--- config.mk ---
export PLATFORM = sky130hd
export DESIGN_NAME = bridge_sequencer
export DESIGN_NICKNAME = d
export VERILOG_FILES = /design/src/rtl/mp3_bridge_pkg.sv /design/src/rtl/sample_fifo.sv /design/src/rtl/bridge_sequencer.sv
export SDC_FILE = /design/constraint.sdc
export NUM_CORES = 1
export LEC_CHECK = 0
export ABC_CLOCK_PERIOD_IN_PS = 3700
export CAP_MARGIN = 5
export CORE_MARGIN = 2
export CORE_UTILIZATION = 54
export DETAILED_ROUTE_END_ITERATION = 6
export PLACE_DENSITY = 0.9
export SLEW_MARGIN = 15
export SYNTH_ARGS = -nofsm -noshare
export SYNTH_HDL_FRONTEND = slang
export SYNTH_SLANG_ARGS = --single-unit
export TNS_END_PERCENT = 20
--- constraint.sdc ---
create_clock -name Clk -period 3.7 [get_ports Clk]
set_input_delay 0.37 -clock Clk [delete_from_list [all_inputs] [get_ports Clk]]
set_output_delay 0.37 -clock Clk [all_outputs]
set_load 0.02 [all_outputs]
--- src/rtl/mp3_bridge_pkg.sv ---
// Shared types and constants for the SDRAM bridge sequencer.
package mp3_bridge_pkg;

  // Arbiter states: idle, loader write in flight, playback read in flight
  typedef enum logic [1:0] {
    IDLE  = 2'd0,
    WRITE = 2'd1,
    READ  = 2'd2
  } state_t;

  localparam int DEFAULT_ADDR_W = 26;
  localparam int DEFAULT_DATA_W = 16;
  localparam int LOAD_ADDR_W    = 25;

  localparam logic [1:0] BYTE_EN_ALL = 2'b11;

endpackage

--- src/rtl/sample_fifo.sv ---
// Small synchronous FIFO holding prefetched playback samples.
// The head word is presented combinationally and reads as zero when empty.
module sample_fifo #(
  parameter int DEPTH = 8,
  parameter int WIDTH = 16
) (
  input  logic                       Clk,
  input  logic                       Reset,
  input  logic                       push,
  input  logic [WIDTH-1:0]           push_data,
  input  logic                       pop,
  output logic [WIDTH-1:0]           pop_data,
  output logic [$clog2(DEPTH):0]     count,
  output logic                       empty,
  output logic                       full
);

  localparam int PTR_W = $clog2(DEPTH);
  localparam logic [PTR_W:0] DEPTH_CNT = (PTR_W+1)'(DEPTH);

  logic [WIDTH-1:0] mem [DEPTH];
  logic [PTR_W-1:0] wr_ptr;
  logic [PTR_W-1:0] rd_ptr;
  logic             pop_ok;
  logic             push_ok;

  assign empty = (count == '0);
  assign full  = (count == DEPTH_CNT);

  // A pop on an empty FIFO is ignored even if a push lands in the same cycle;
  // a push on a full FIFO is only accepted when a pop frees the slot.
  assign pop_ok   = pop && !empty;
  assign push_ok  = push && (!full || pop_ok);
  assign pop_data = empty ? '0 : mem[rd_ptr];

  // Pointer and occupancy bookkeeping
  always_ff @(posedge Clk) begin
    if (Reset) begin
      wr_ptr <= '0;
      rd_ptr <= '0;
      count  <= '0;
    end else begin
      if (push_ok) wr_ptr <= wr_ptr + 1'b1;
      if (pop_ok)  rd_ptr <= rd_ptr + 1'b1;
      case ({push_ok, pop_ok})
        2'b10:   count <= count + 1'b1;
        2'b01:   count <= count - 1'b1;
        default: count <= count;
      endcase
    end
  end

  // Storage array; contents need no reset because the pointers define validity
  always_ff @(posedge Clk) begin
    if (!Reset && push_ok) mem[wr_ptr] <= push_data;
  end

endmodule

--- src/rtl/bridge_sequencer.sv ---
// Shares the single Avalon SDRAM bridge between the SD-card loader (writes)
// and the playback path (reads), prefetching samples into a small FIFO so the
// serializer only pops ready words.
module bridge_sequencer
  import mp3_bridge_pkg::*;
#(
  parameter int                  ADDR_W      = DEFAULT_ADDR_W,
  parameter int                  DATA_W      = DEFAULT_DATA_W,
  parameter int                  FIFO_DEPTH  = 8,
  parameter logic [ADDR_W-1:0]   PLAY_END    = 26'h3FFFFFF,
  parameter int                  ACK_TIMEOUT = 255
) (
  input  logic                   Clk,
  input  logic                   Reset,
  input  logic                   load_req,
  input  logic [LOAD_ADDR_W-1:0] load_addr,
  input  logic [DATA_W-1:0]      load_data,
  input  logic                   load_done,
  output logic                   load_ack,
  input  logic                   play_en,
  input  logic                   sample_pop,
  output logic [DATA_W-1:0]      sample_data,
  output logic                   sample_valid,
  output logic                   underrun,
  output logic                   bus_error,
  output logic [ADDR_W-1:0]      bus_address,
  output logic [1:0]             bus_byte_enable,
  output logic                   bus_read,
  output logic                   bus_write,
  output logic [DATA_W-1:0]      bus_write_data,
  input  logic                   bus_ack,
  input  logic [DATA_W-1:0]      bus_read_data
);

  localparam int                CNT_W    = $clog2(FIFO_DEPTH) + 1;
  localparam int                TMO_W    = $clog2(ACK_TIMEOUT + 1);
  localparam logic [TMO_W-1:0]  TMO_LAST = TMO_W'(ACK_TIMEOUT - 1);

  state_t             state;
  state_t             next_state;
  logic [TMO_W-1:0]   tmo_cnt;
  logic [TMO_W-1:0]   tmo_cnt_next;
  logic [ADDR_W-1:0]  play_addr;
  logic [ADDR_W-1:0]  play_addr_next;
  logic [ADDR_W-1:0]  addr_next;
  logic [DATA_W-1:0]  wdata_next;
  logic               read_next;
  logic               write_next;
  logic               load_ack_next;
  logic               error_next;
  logic               ack_timeout;
  logic               can_grant;

  logic               fifo_push;
  logic [CNT_W-1:0]   fifo_count;
  logic               fifo_empty;
  logic               fifo_full;

  sample_fifo #(
    .DEPTH (FIFO_DEPTH),
    .WIDTH (DATA_W)
  ) u_fifo (
    .Clk       (Clk),
    .Reset     (Reset),
    .push      (fifo_push),
    .push_data (bus_read_data),
    .pop       (sample_pop),
    .pop_data  (sample_data),
    .count     (fifo_count),
    .empty     (fifo_empty),
    .full      (fifo_full)
  );

  assign sample_valid = (fifo_count != '0);
  assign ack_timeout  = (tmo_cnt == TMO_LAST);

  // The cycle in which load_ack is high is a forced idle cycle, giving the
  // loader time to advance load_req before the next grant is considered.
  assign can_grant = !load_ack;

  // Arbitration, transfer completion and next values for the registered bus outputs
  always_comb begin
    next_state     = state;
    tmo_cnt_next   = tmo_cnt;
    play_addr_next = play_addr;
    addr_next      = bus_address;
    wdata_next     = bus_write_data;
    read_next      = bus_read;
    write_next     = bus_write;
    load_ack_next  = 1'b0;
    error_next     = bus_error;
    fifo_push      = 1'b0;

    case (state)
      IDLE: begin
        tmo_cnt_next = '0;
        if (can_grant && load_req && !load_done) begin
          next_state = WRITE;
          addr_next  = ADDR_W'(load_addr);
          wdata_next = load_data;
          write_next = 1'b1;
        end else if (can_grant && play_en && load_done && !fifo_full) begin
          next_state = READ;
          addr_next  = play_addr;
          read_next  = 1'b1;
        end
      end

      WRITE: begin
        if (bus_ack) begin
          write_next    = 1'b0;
          load_ack_next = 1'b1;
          next_state    = IDLE;
        end else if (ack_timeout) begin
          write_next = 1'b0;
          error_next = 1'b1;
          next_state = IDLE;
        end else begin
          tmo_cnt_next = tmo_cnt + 1'b1;
        end
      end

      READ: begin
        if (bus_ack) begin
          read_next      = 1'b0;
          fifo_push      = 1'b1;
          play_addr_next = (play_addr == PLAY_END) ? '0 : play_addr + 1'b1;
          next_state     = IDLE;
        end else if (ack_timeout) begin
          read_next  = 1'b0;
          error_next = 1'b1;
          next_state = IDLE;
        end else begin
          tmo_cnt_next = tmo_cnt + 1'b1;
        end
      end

      default: begin
        next_state = IDLE;
      end
    endcase
  end

  // Arbiter state register
  always_ff @(posedge Clk) begin
    if (Reset) state <= IDLE;
    else       state <= next_state;
  end

  // Registered bus outputs, play address, timeout counter and loader handshake
  always_ff @(posedge Clk) begin
    if (Reset) begin
      tmo_cnt         <= '0;
      play_addr       <= '0;
      bus_address     <= '0;
      bus_write_data  <= '0;
      bus_read        <= 1'b0;
      bus_write       <= 1'b0;
      bus_byte_enable <= 2'b00;
      load_ack        <= 1'b0;
      bus_error       <= 1'b0;
    end else begin
      tmo_cnt         <= tmo_cnt_next;
      play_addr       <= play_addr_next;
      bus_address     <= addr_next;
      bus_write_data  <= wdata_next;
      bus_read        <= read_next;
      bus_write       <= write_next;
      bus_byte_enable <= BYTE_EN_ALL;
      load_ack        <= load_ack_next;
      bus_error       <= error_next;
    end
  end

  // Sticky underrun flag: any pop seen while the FIFO holds nothing
  always_ff @(posedge Clk) begin
    if (Reset)                        underrun <= 1'b0;
    else if (sample_pop && fifo_empty) underrun <= 1'b1;
  end

endmodule

==> results of run 1 <==
-- placed cells by master, fill, tap and decap left out, types with 5 or more instances in the layout --
cell type | synthesis | routed
sky130_fd_sc_hd__o21ai_0 | 19 | 19
sky130_fd_sc_hd__xor2_1 | 6 | 6
sky130_fd_sc_hd__clkbuf_16 | 0 | 24
sky130_fd_sc_hd__mux4_2 | 32 | 32
sky130_fd_sc_hd__clkinv_2 | 0 | 7
sky130_fd_sc_hd__nand3_1 | 8 | 8
sky130_fd_sc_hd__or4_1 | 7 | 7
sky130_fd_sc_hd__nor3_1 | 8 | 5
sky130_fd_sc_hd__nand4_1 | 9 | 9
sky130_fd_sc_hd__buf_4 | 1 | 16
sky130_fd_sc_hd__nand2_1 | 57 | 57
sky130_fd_sc_hd__inv_1 | 15 | 15
sky130_fd_sc_hd__ha_1 | 11 | 11
sky130_fd_sc_hd__dfxtp_1 | 97 | 96
sky130_fd_sc_hd__mux2i_1 | 39 | 39
sky130_fd_sc_hd__edfxtp_1 | 128 | 128
sky130_fd_sc_hd__clkdlybuf4s50_1 | 0 | 128
sky130_fd_sc_hd__nor2_1 | 71 | 71
sky130_fd_sc_hd__or3_1 | 18 | 18
sky130_fd_sc_hd__xnor2_1 | 11 | 11
sky130_fd_sc_hd__a21oi_1 | 53 | 53
sky130_fd_sc_hd__a211oi_1 | 28 | 28
sky130_fd_sc_hd__clkinv_1 | 1 | 6
-- report_power, final --
part	internal [uW]	switching [uW]	leakage [uW]
Sequential	2700	46.3	0.00194
Combinational	296	319	0.00145
Clock	1320	935	0.000367
-- sequential cells by signal (all words and copies together), names as in the netlist, named ones only --
name / cells
bus_address: 26
bus_byte_enable: 1
bus_error: 1
bus_read: 1
bus_write: 1
bus_write_data: 16
load_ack: 1
play_addr: 26
state: 2
tmo_cnt: 8
u_fifo.count: 4
u_fifo.mem: 128
u_fifo.rd_ptr: 3
u_fifo.wr_ptr: 3
underrun: 1
-- area by class of cell --
class                      instances  area, sq um
tap                              220          275
timing repair buffer             146         1430
inverter                          16         60.1
fill                            1068         5100
sequential                       225         5790
multi-input combinational        429         3250
clock buffer                      27          612
clock inverter                    15          123
-- logic make-up after synthesis --
family	share of synthesized area
XOR/XNOR	0.0161
adder cells (fa/ha/maj)	0.0171
flip-flops	0.627
multiplexers	0.122
AO/OA/AOI/OAI	0.0856
AND/OR/NAND/NOR	0.108
buffers and inverters	0.0250
-- per-stage QoR --
step / power, uW / instances
floorplan: 3130 / 709
global placement: 3390 / 1036
finish: 5620 / 1078
CTS: 5650 / 1078
global route: 5790 / 1078
detailed placement: 3410 / 1036
-- layer usage --
| metal | vias to the layer above | share of wire |
|---|---|---|
| met1 | 3102 | 0.41 |
| met4 | 0 | 0.027 |
| li1 | 2950 | - |
| met2 | 256 | 0.50 |
| met5 | - | 0 |
| met3 | 54 | 0.065 |
-- worst paths after layout --
check | cells after the start | from | to
worst max register to register | 7 | u_fifo.count[0] | u_fifo.count[3]
worst min-delay path | 2 | Reset | u_fifo.wr_ptr[0]
worst min register to register | 2 | bus_write_data[5] | bus_write_data[5]
worst max-delay path | 5 | flop | sample_data[3]
==> results.txt, run 1 <==
- Remaining Overflow, GRT: 0
- Counting flops with an async set or reset pin after synthesis yields a share of 0.
- Floorplan row count: 47
* Final setup vio count: 0
- The synthesized design contains 225 register bits.
- For this run, the slowest stage of the critical path takes 0.62 ns.
* Most frequent cell after synthesis: sky130_fd_sc_hd__edfxtp_1
- Sinks on the clock net: 225
* Top cells by instance count after synthesis: sky130_fd_sc_hd__edfxtp_1 (128), sky130_fd_sc_hd__dfxtp_1 (97), sky130_fd_sc_hd__nor2_1 (71), sky130_fd_sc_hd__nand2_1 (57), sky130_fd_sc_hd__a21oi_1 (53)
- STA classifies the critical path startpoint as a flop.
- The share of synthesized area in the top cell type comes to 0.417.
- CTS placed an instance of sky130_fd_sc_hd__clkbuf_16 at the clock tree root.
- The pre-antenna-repair detailed-routing pass consisted of 5 iterations.
- Via-to-Cell Ratio: 5.90
- met2 is the most crowded layer.
- The signal on the critical path passes through buf_12, mux4_2, mux2i_1, nor2_1, clkdlybuf4s50_1.
- Hold buffer count at cts: 0
* Routed wire length per instance: 19.6 um
- Count of antenna-violating nets left after detailed routing: 0
- Setup slack on the worst reg-to-reg path comes out at 0.95 ns.
- Data on the critical path arrives at its endpoint at 2.78 ns.
* Post-cts repair resize count: 0
- The worst-case IR drop observed on VDD is 280 uV.
* Setup clock skew after layout: 0.00854 ns
- Top flip-flop cell by instance count after synthesis: sky130_fd_sc_hd__edfxtp_1
- For this run, global-route usage on met2 was measured as 0.391.
- Worst slack at placement: 0.735 ns
* Initial antenna violation count: 0
- Endpoints failing hold: 0
* Ratio of cells with drive above 1 in the final layout: 0.119
- Number of buffers inserted by post-CTS setup repair: 0
- For the final routed database, the setup TNS stands at 0 ns.
* Global-route wire length before repair: 33.2 mm
* CP Buf/Inv Count: 2
- Headroom to the max-slew limit: 0.330
- DR DRC count: 0
- The area growth from synthesis to layout is 25.0%.
* Max-cap check violation count: 0
* Highest-delay cell along the critical path: sky130_fd_sc_hd__dfxtp_2
* Net count, final: 917
- For the pin with the worst max-slew slack, the measured transition is 0.992 ns.
- Clock period minus worst slack: 3.15 ns
- I/O pin count: 130
- Gate count after technology mapping: 709
- Critical Path Fanout Max: 21
* Setup repair after global routing missed its margin: false
- Count of unique library cells instantiated by Yosys: 59
- Post-synth design cell area: 9230 sq um
- HPWL after detailed placement: 13.4 mm
* Aggregate routed wire length: 21.1 mm
* Die Outline Area: 18,100 sq um
- The floorplan step set the die width to 135 um.
- GP Congestion: 0.795
- Cell type contributing the most total cell area after synthesis: sky130_fd_sc_hd__edfxtp_1
- The initial utilization of the core area, before any placement, comes to 0.554.
* Maximum number of pins on one net before global-route repair: 52
* Path category of the worst min-delay check: in -> reg
- With fillers left out, the area of the finished cells amounts to 11,500 sq um.
- Die extent in y: 135 um
- In this run, synthesis inferred 128 flip-flops with an integrated enable.
- H-tree level count: 1
* Final max-slew violation count: 0
- Hold timing on the final database bottoms out at a slack of 0.385 ns.
- The number of nets in the synthesized netlist is 785.
* Number of global-route vias before repair: 6,252
- Routing usage on met3: 0.0357
* # port buffers: 129
* Critical path data required time: 3.33 ns
- In this run, CTS created clock tree buffers numbering 23.
- In the post-route analysis, the smallest setup slack over all paths is 0.551 ns.
- For this run, global-route usage on met1 was measured as 0.315.
- In this run the deepest clock path goes through 3 buffers.
- Fmax: 318 MHz
- Type of destination of the critical path: output pin
- The analysis attributes to cell leakage a power of 0.00376 uW.
* Total placed instance area: 10,800 sq um
- The flow ran to the end, and the final reports show no timing, DRC or antenna violations.
- Sequential area share after synthesis: 0.627
- TritonCTS clock tree: built
- The Yosys step of the flow raised 0 warnings.
- After floorplanning, the core was sized to cover 16,600 sq um.
* All-layer global routing usage: 0.234
- Violation count after the first detailed-routing iteration: 583
- Startpoint-to-endpoint class of the critical path: reg -> out
* Synth top area cells: sky130_fd_sc_hd__edfxtp_1 (42%), sky130_fd_sc_hd__dfxtp_1 (21%), sky130_fd_sc_hd__mux4_2 (7.8%), sky130_fd_sc_hd__mux2i_1 (4.2%), sky130_fd_sc_hd__nor2_1 (2.9%)
* Mean post-synth cell area: 13.0 sq um
* Clock-pin transition on the worst setup and hold timing paths: 0.06 ns
* Antenna fix cells: 0
- Worst-skew pair later-pin latency: 0.51 ns
- Family with the most delay on the worst path: buffers and inverters
* Final worst path period share: 0.851
- Vias after detailed routing: 6,362
- Power density relative to cell area: 487 nW/um^2
- Finished Core Util: 0.693
Power figures use the tool's default switching activity.
==> inputs of run 2 (changes only) <==
--- a/config.mk
+++ b/config.mk
@@ -5,12 +5,13 @@
 export SDC_FILE = /design/constraint.sdc
 export NUM_CORES = 1
 export LEC_CHECK = 0
+export ABC_AREA = 1
 export ABC_CLOCK_PERIOD_IN_PS = 3700
 export CAP_MARGIN = 5
 export CORE_MARGIN = 2
-export CORE_UTILIZATION = 54
+export CORE_UTILIZATION = 55
 export DETAILED_ROUTE_END_ITERATION = 6
-export PLACE_DENSITY = 0.9
+export PLACE_DENSITY = 0.91
 export SLEW_MARGIN = 15
 export SYNTH_ARGS = -nofsm -noshare
 export SYNTH_HDL_FRONTEND = slang
==> run 2 against run 1 <==
Combinational power rose to 3.5 times the previous value. Area after synthesis rose by 5.4%. Clock power about the same. Sequential share of layout area fell by 1.9 points. Die area rose by 3.4%. Count of clock-buffer cells in the layout shrank 2. Via count rose by 24%. Critical path type unchanged. Highest routed layer unchanged.
==> results.txt, run 2 <==
* Outcome: finished clean (unchanged)
* Sequential area share after synthesis: 0.595 (was 0.627)
- Worst-skew pair later-pin latency: 0.51 ns (about the same)
* Top flip-flop cell by instance count after synthesis: sky130_fd_sc_hd__edfxtp_1 (unchanged)
- Gate count after technology mapping: 1,022 (was 709)
- The number of hold-slack violations in the final timing report is 0 (unchanged).
- The master of the slowest instance on the critical path is sky130_fd_sc_hd__clkdlybuf4s50_1 (was sky130_fd_sc_hd__dfxtp_2).
- Post-synth design cell area: 9730 sq um (was 9230 sq um)
* Type of element launching the critical path: flop (unchanged)
- Floorplan row count: 48 (was 47)
- The maximum buffer depth of the clock tree is 3 (unchanged).
* Critical path data required time: 3.33 ns (about the same)
- TritonCTS clock tree: built (unchanged)
* Ratio of cells with drive above 1 in the final layout: 0.104 (was 0.119)
* Starting utilization of the core area: 0.562 (was 0.554)
* Layout overhead on the synthesized area: 23.4% (was 25.0%)
- Global-route wire length before repair: 37.7 mm (was 33.2 mm)
- The detailed-route wire length is 23.8 mm (was 21.1 mm).
* H-tree level count: 1 (unchanged)
- Net count, final: 1,230 (was 917)
- Hold buffer count at cts: 0 (unchanged)
* Final setup vio count: 0 (unchanged)
- DR DRC count: 0 (unchanged)
- Core region area: 17,300 sq um (was 16,600 sq um)
* Worst stage delay on the critical path: 0.63 ns (was 0.62 ns)
- The detailed-route wire length per cell is 17.1 um (was 19.6 um).
- Top cells by instance count after synthesis: sky130_fd_sc_hd__nor2_1 (267), sky130_fd_sc_hd__o21ai_0 (130), sky130_fd_sc_hd__edfxtp_1 (128), sky130_fd_sc_hd__dfxtp_1 (97), sky130_fd_sc_hd__nand2_1 (92) (was sky130_fd_sc_hd__edfxtp_1 (128), sky130_fd_sc_hd__dfxtp_1 (97), sky130_fd_sc_hd__nor2_1 (71), sky130_fd_sc_hd__nand2_1 (57), sky130_fd_sc_hd__a21oi_1 (53)).
- The final critical-path share of the clock period is 0.931 (was 0.851).
* Headroom to the max-slew limit: 0.553 (was 0.330)
- Number of flops mapped to enable cells by yosys: 128 (unchanged)
- CP Buf/Inv Count: 2 (unchanged)
* Antenna fix cells: 0 (unchanged)
* Most frequent cell after synthesis: sky130_fd_sc_hd__nor2_1 (was sky130_fd_sc_hd__edfxtp_1)
- Worst hold path cell count: 3 (was 2)
* Series of cell instances along the critical path: buf_4, nor2_1, nor2_1, o21ai_0, o21ai_0, o21ai_0, a31oi_1, clkdlybuf4s50_1 (was buf_12, mux4_2, mux2i_1, nor2_1, clkdlybuf4s50_1)
- Most common cell on crit path: sky130_fd_sc_hd__o21ai_0
* # port buffers: 129 (unchanged)
* Post-Syn Nets: 1,098 (was 785)
- The transition time at the pin with the least slew margin came to 0.670 ns (was 0.992 ns).
- The synthesized area per cell is 9.52 sq um (was 13.0 sq um).
* Max-cap check violation count: 0 (unchanged)
* DRT Pass-1 Iters: 5 (unchanged)
- Synth top area cells: sky130_fd_sc_hd__edfxtp_1 (40%), sky130_fd_sc_hd__dfxtp_1 (20%), sky130_fd_sc_hd__nor2_1 (10%), sky130_fd_sc_hd__o21ai_0 (6.7%), sky130_fd_sc_hd__nand2_1 (3.6%) (was sky130_fd_sc_hd__edfxtp_1 (42%), sky130_fd_sc_hd__dfxtp_1 (21%), sky130_fd_sc_hd__mux4_2 (7.8%), sky130_fd_sc_hd__mux2i_1 (4.2%), sky130_fd_sc_hd__nor2_1 (2.9%))
* Die extent in y: 137 um (was 135 um)
* CTS Root Cell: sky130_fd_sc_hd__clkbuf_16 (unchanged)
* CP Depth: 8 (was 5)
- The most flop-heavy register is u_fifo.mem (unchanged).
- I/O pin count: 130 (unchanged)
- The final weighted congestion in routability-driven placement came to 0.860 (was 0.795).
* Number of global-route vias before repair: 7,839 (was 6,252)
- The highest ir drop seen on vdd came to 429 uV (was 280 uV).
- Initial antenna violation count: 0 (unchanged)
- Remaining Overflow, GRT: 0 (unchanged)
- Commonest cells after routing, fill and taps aside: sky130_fd_sc_hd__nor2_1 (267), sky130_fd_sc_hd__o21ai_0 (130), sky130_fd_sc_hd__clkdlybuf4s50_1 (129) (was sky130_fd_sc_hd__clkdlybuf4s50_1 (128), sky130_fd_sc_hd__edfxtp_1 (128), sky130_fd_sc_hd__dfxtp_1 (96)).
- Number of buffers inserted by post-CTS setup repair: 0 (unchanged)
- Die Outline Area: 18,800 sq um (was 18,100 sq um)
- Worst-case reg-to-reg path depth: 9 (was 7)
* Final max-slew violation count: 0 (unchanged)
* Critical Path Fanout Max: 50 (was 21)
- Vias after detailed routing: 7,913 (was 6,362)
- The overall track demand over capacity in global routing was 0.254 (was 0.234).
- Cell type contributing the most total cell area after synthesis: sky130_fd_sc_hd__edfxtp_1 (unchanged)
- Count of unique library cells instantiated by Yosys: 39 (was 59)
* Startpoint-to-endpoint class of the critical path: reg -> out (unchanged)
- Post-route setup TNS: 0 ns (unchanged)
- Sinks on the clock net: 225 (unchanged)
- The remaining antenna violation count after routing is 0 (unchanged).
- Fraction of registers with async set or reset after synthesis: 0 (unchanged)
- The endpoint type of the worst setup path was an output pin (unchanged).
- Yosys warning total: 0 (unchanged)
* Fmax: 290 MHz (was 318 MHz)
- The number of register bits inferred by synthesis was 225 (unchanged).
* Path category of the worst min-delay check: in -> reg (unchanged)
* Family with the most delay on the worst path: buffers and inverters (unchanged)
- The final instance count without filler cells was 1,394 (was 1,078).
* Post-cts repair resize count: 0 (unchanged)
- The die width is 137 um (was 135 um).
- Setup clock skew after layout: 0.0125 ns (was 0.00854 ns)
* Via-to-Cell Ratio: 5.68 (was 5.90)
* Maximum number of pins on one net before global-route repair: 51 (was 52)
- Most frequent standard cell in the layout excluding fill and tap cells: sky130_fd_sc_hd__nor2_1
* Violation count after the first detailed-routing iteration: 715 (was 583)
- Arrival time worst endpoint: 3.07 ns (was 2.78 ns)
- Clock period minus worst slack: 3.44 ns (was 3.15 ns)
- Number of buffers added by the clock tree synthesis step: 23 (unchanged)
- HPWL after detailed placement: 15.7 mm (was 13.4 mm)
* Share of the synthesized area in the top cell type: 0.395 (was 0.417)
- Post-placement cell count: 1,354 (was 1,036)
* Setup repair after global routing missed its margin: false (unchanged)
- Max FFs per register: 128 (unchanged)
* Biggest registers after layout: u_fifo.mem: 128 flops, bus_address: 26 flops, play_addr: 26 flops (unchanged)
- The leakage power was 0.00450 uW (was 0.00376 uW).
- The power density over cell area is 611 nW/um^2 (was 487 nW/um^2).
- The clock slew at the register clock pins of the worst setup and hold paths is 0.06 ns (about the same).
## run 2: power by group
part	switching, uW	internal, uW
clock network	914	1350
registers	128	2790
logic	1320	830
total	2360	4960
## run 2: cells by family (layout without fill, tap and decap cells)
logic type,Yosys count,in the layout,synth area share
multiplexers,25,25,0.0289
adder cells (fa/ha/maj),12,12,0.0162
AO/OA/AOI/OAI,202,202,0.108
flip-flops,225,225,0.595
XOR/XNOR,11,11,0.00991
AND/OR/NAND/NOR,443,443,0.196
buffers and inverters,104,251,0.0462
## run 2: per-stage QoR
step | power (uW) | hold WS [ns] | area, sq um | util | worst slack [ns]
2_1_floorplan | 4230 | 0.433 | 9730 | - | 0.943
3_3_place_gp | 4980 | 0.449 | 11300 | 0.651 | 1.02
3_5_place_dp | 5060 | 0.456 | 11300 | 0.651 | 0.924
4_1_cts | 7340 | 0.445 | 12000 | 0.694 | 0.333
5_1_grt | 7660 | 0.453 | 12000 | 0.694 | 0.191
6_report | 7330 | 0.456 | 12000 | 0.694 | 0.256
## run 2: area by class of cell
type	count	area (sq um)
clock inverters	15	154
fillers	1144	5300
inverters	61	234
repair buffers	150	1450
clock buffers	25	583
multi-input cells	693	3510
well taps	225	282
flip-flops and latches	225	5790
## run 2: layer usage
metal  track usage  wire length (um)  vias to the layer above
li1              -                 -                     3721
met1         0.311              9260                     3720
met2         0.438             11800                      419
met3        0.0585              2160                       53
met4        0.0939               593                        0
met5             0                 0                        -
## run 2: worst register-to-register path, cell delays in order, from the launching register on
cell                      delay (ns)
sky130_fd_sc_hd__dfxtp_1        0.44
sky130_fd_sc_hd__nor2_2         0.10
sky130_fd_sc_hd__nand3_2        0.34
sky130_fd_sc_hd__nand2_2        0.16
sky130_fd_sc_hd__nand2_1        0.09
sky130_fd_sc_hd__nand2_1        0.11
sky130_fd_sc_hd__inv_2          0.10
sky130_fd_sc_hd__nand3_1        0.13
sky130_fd_sc_hd__nor2_1         0.45
sky130_fd_sc_hd__buf_4          0.33
## run 2: worst paths after layout
kind | startpoint | end | slack (ns)
worst max-delay path | flop | sample_data[9] | 0.26
worst min register to register | underrun | underrun | 0.46
worst min-delay path | load_data[14] | bus_write_data[14] | 0.46
worst max register to register | u_fifo.count[0] | u_fifo.mem[3][13] | 1.13
==> inputs of run 3 (changes only) <==
--- a/config.mk
+++ b/config.mk
@@ -11,6 +11,7 @@
 export CORE_MARGIN = 2
 export CORE_UTILIZATION = 55
 export DETAILED_ROUTE_END_ITERATION = 6
+export GPL_TIMING_DRIVEN = 0
 export PLACE_DENSITY = 0.91
 export SLEW_MARGIN = 15
 export SYNTH_ARGS = -nofsm -noshare
==> run 3 against run 2 <==
Hold slack lost 0.026 ns. Cell count grew 2.5%. Count of clock-buffer cells in the layout grew 5. Critical path depth grew 1. Sequential cell count is the same.
==> results.txt, run 3 (synthesized netlist as in run 2, its figures left out) <==
- The worst clock skew was 0.0269 ns (was 0.0125 ns).
* GP Congestion: 0.908 (was 0.860)
- Clock tree buffer depth: 3 (unchanged)
* Number of global-route vias before repair: 8,427 (was 7,839)
* Arrival time worst endpoint: 3.07 ns (about the same)
- Launch point of the worst reg-to-reg path: state[0] (was u_fifo.count[0])
- The data required time of the worst path was 3.33 ns (about the same).
- The buffer type at the clock tree root is sky130_fd_sc_hd__clkbuf_16 (unchanged).
* Total placed instance area: 11,400 sq um (was 11,300 sq um)
* Setup WS post-layout: 0.261 ns (was 0.256 ns)
- The largest net degree at the start of global routing came to 16 (was 51).
* Worst vdd rail ir drop: 401 uV (was 429 uV)
- Remaining Overflow, GRT: 0 (unchanged)
- The most flop-heavy register was u_fifo.mem (unchanged).
- Die extent in y: 137 um (unchanged)
* Core region area: 17,300 sq um (unchanged)
- The net count of the finished layout came to 1,262 (was 1,230).
- The fraction of layout cells with a size suffix above 1 was 0.115 (was 0.104).
- HPWL after detailed placement: 18.7 mm (was 15.7 mm)
* Critical Path Fanout Max: 10 (was 50)
- Floorplan row count: 48 (unchanged)
* Min-delay src: load_data[11] (was load_data[14])
- Hold buffer count at cts: 0 (unchanged)
- Number of non-filler instances in the completed layout: 1,429 (was 1,394)
- The number of hold-slack violations in the final timing report was 0 (unchanged).
- The final critical-path share of the clock period came to 0.929 (was 0.931).
- Biggest registers after layout: u_fifo.mem: 128 flops, bus_address: 26 flops, play_addr: 26 flops (unchanged)
- The number of max-slew violations in the final report was 0 (unchanged).
- Path category of the worst min-delay check: in -> reg (unchanged)
- The worst-case headroom to the max-slew limit came to 0.384 (was 0.553).
- The number of resized instances in the post-cts repair step was 0 (unchanged).
- The number of post-CTS setup repair buffers came to 0 (unchanged).
- The final instance area was 12,300 sq um (was 12,000 sq um).
* Number of buffers added by the clock tree synthesis step: 24 (was 23)
- Layout overhead on the synthesized area: 26.6% (was 23.4%)
* Outcome: finished clean (unchanged)
- Worst-skew pair later-pin latency: 0.52 ns (was 0.51 ns)
- The worst hold path stage count was 3 (unchanged).
- The depth of the CTS H-tree came to 1 (unchanged).
* Violation count after the first detailed-routing iteration: 1,101 (was 715)
- Type of destination of the critical path: output pin (unchanged)
- The transition time at the pin with the least slew margin is 0.919 ns (was 0.670 ns).
- The global-route wire length before repair came to 43.3 mm (was 37.7 mm).
* Post-placement cell count: 1,385 (was 1,354)
- I/O pin count: 130 (unchanged)
- The number of sinks handled by clock tree synthesis came to 225 (unchanged).
- The TritonCTS clock tree was built (unchanged).
- Setup repair after global routing missed its margin: false (unchanged)
- The tightest hold margin is 0.430 ns (was 0.456 ns).
- Clock period minus worst slack: 3.44 ns (about the same)
* Antenna fix cells: 0 (unchanged)
* Die Outline Area: 18,800 sq um (unchanged)
- The critical path launch point type is a flop (unchanged).
* Static leakage power: 0.00463 uW (was 0.00450 uW)
- Fmax: 291 MHz (was 290 MHz)
- Max-cap check violation count: 0 (unchanged)
- Overall die width: 137 um (unchanged)
- Routed wire length per instance: 19.5 um (was 17.1 um)
- Worst slack at placement: 0.558 ns (was 0.924 ns)
- Clock-pin transition on the worst setup and hold timing paths: 0.06 ns (about the same)
- Starting utilization of the core area: 0.562 (unchanged)
* # port buffers: 129 (unchanged)
* Startpoint-to-endpoint class of the critical path: reg -> out (unchanged)
- The overall track demand over capacity in global routing came to 0.298 (was 0.254).
- The total setup violations reported at the end of the flow was 0 (unchanged).
- The most common cell after layout, fill and taps aside is sky130_fd_sc_hd__nor2_1 (unchanged).
- The number of DRC violations after detailed routing was 0 (unchanged).
- The initial antenna violation count is 0 (unchanged).
* Via-to-Cell Ratio: 5.89 (was 5.68)
* Max FFs per register: 128 (unchanged)
* Worst-case reg-to-reg path depth: 10 (was 9)
- Commonest cells after routing, fill and taps aside: sky130_fd_sc_hd__nor2_1 (263), sky130_fd_sc_hd__o21ai_0 (130), sky130_fd_sc_hd__clkdlybuf4s50_1 (129) (was sky130_fd_sc_hd__nor2_1 (267), sky130_fd_sc_hd__o21ai_0 (130), sky130_fd_sc_hd__clkdlybuf4s50_1 (129))
- The endpoint with the worst hold slack was bus_write_data[11] (was bus_write_data[14]).
- DRT Pass-1 Iters: 5 (unchanged)
- Power density relative to cell area: 644 nW/um^2 (was 611 nW/um^2)
- Setup slack of the most critical reg-to-reg path: 0.75 ns (was 1.13 ns)
* Critical R2R Capture: u_fifo.mem[0][9] (was u_fifo.mem[3][13])
* Vias after detailed routing: 8,423 (was 7,913)
- Aggregate routed wire length: 27.9 mm (was 23.8 mm)
* Count of antenna-violating nets left after detailed routing: 0 (unchanged)
run 3: cell type report:
type | instances | area [sq um]
Multi-Input combinational cell | 693 | 3520
Fill cell | 1131 | 4990
Clock buffer | 30 | 663
Buffer | 43 | 215
Timing Repair Buffer | 138 | 1390
Sequential cell | 225 | 5790
Inverter | 61 | 234
Tap cell | 225 | 282
Clock inverter | 14 | 224
run 3: how the worst max path moves through the flow:
| stage | endpoint | depth (start not counted) |
|---|---|---|
| 6_report | sample_data[3] | 9 |
| 5_1_grt | sample_data[3] | 9 |
| 4_1_cts | sample_data[3] | 9 |
| 3_5_place_dp | u_fifo.mem[0][13] | 9 |
| 3_3_place_gp | u_fifo.mem[0][12] | 8 |
| 2_1_floorplan | u_fifo.mem[6][0] | 9 |
run 3: metal layers:
| layer | global-route usage | vias to the layer above | routed length (um) |
|---|---|---|---|
| li1 | - | 3792 | - |
| met1 | 0.359 | 3932 | 10300 |
| met2 | 0.517 | 606 | 13700 |
| met3 | 0.0752 | 93 | 3030 |
| met4 | 0.111 | 0 | 918 |
| met5 | 0 | - | 0 |
run 3: critical path: stages, from the launching register on:
cell and delay (ns):
sky130_fd_sc_hd__dfxtp_1 0.34, sky130_fd_sc_hd__buf_2 0.23, sky130_fd_sc_hd__buf_2 0.30, sky130_fd_sc_hd__nor2_1 0.11, sky130_fd_sc_hd__nor2_1 0.12, sky130_fd_sc_hd__o21ai_0 0.11, sky130_fd_sc_hd__o21ai_0 0.14, sky130_fd_sc_hd__o21ai_0 0.15
sky130_fd_sc_hd__a31oi_1 0.35, sky130_fd_sc_hd__clkdlybuf4s50_1 0.68
run 3: where the power goes:
group,internal [uW],switching [uW]
logic,875,1500
registers,2780,108
clock network,1630,1020
total,5290,2630
run 3: through the flow:
| step | util | power [uW] | setup TNS, ns |
|---|---|---|---|
| 2_1_floorplan | - | 4230 | 0 |
| 3_3_place_gp | 0.653 | 5100 | -27.36 |
| 3_5_place_dp | 0.660 | 5200 | 0 |
| 4_1_cts | 0.712 | 7890 | 0 |
| 5_1_grt | 0.712 | 8200 | 0 |
| 6_report | 0.712 | 7930 | 0 |
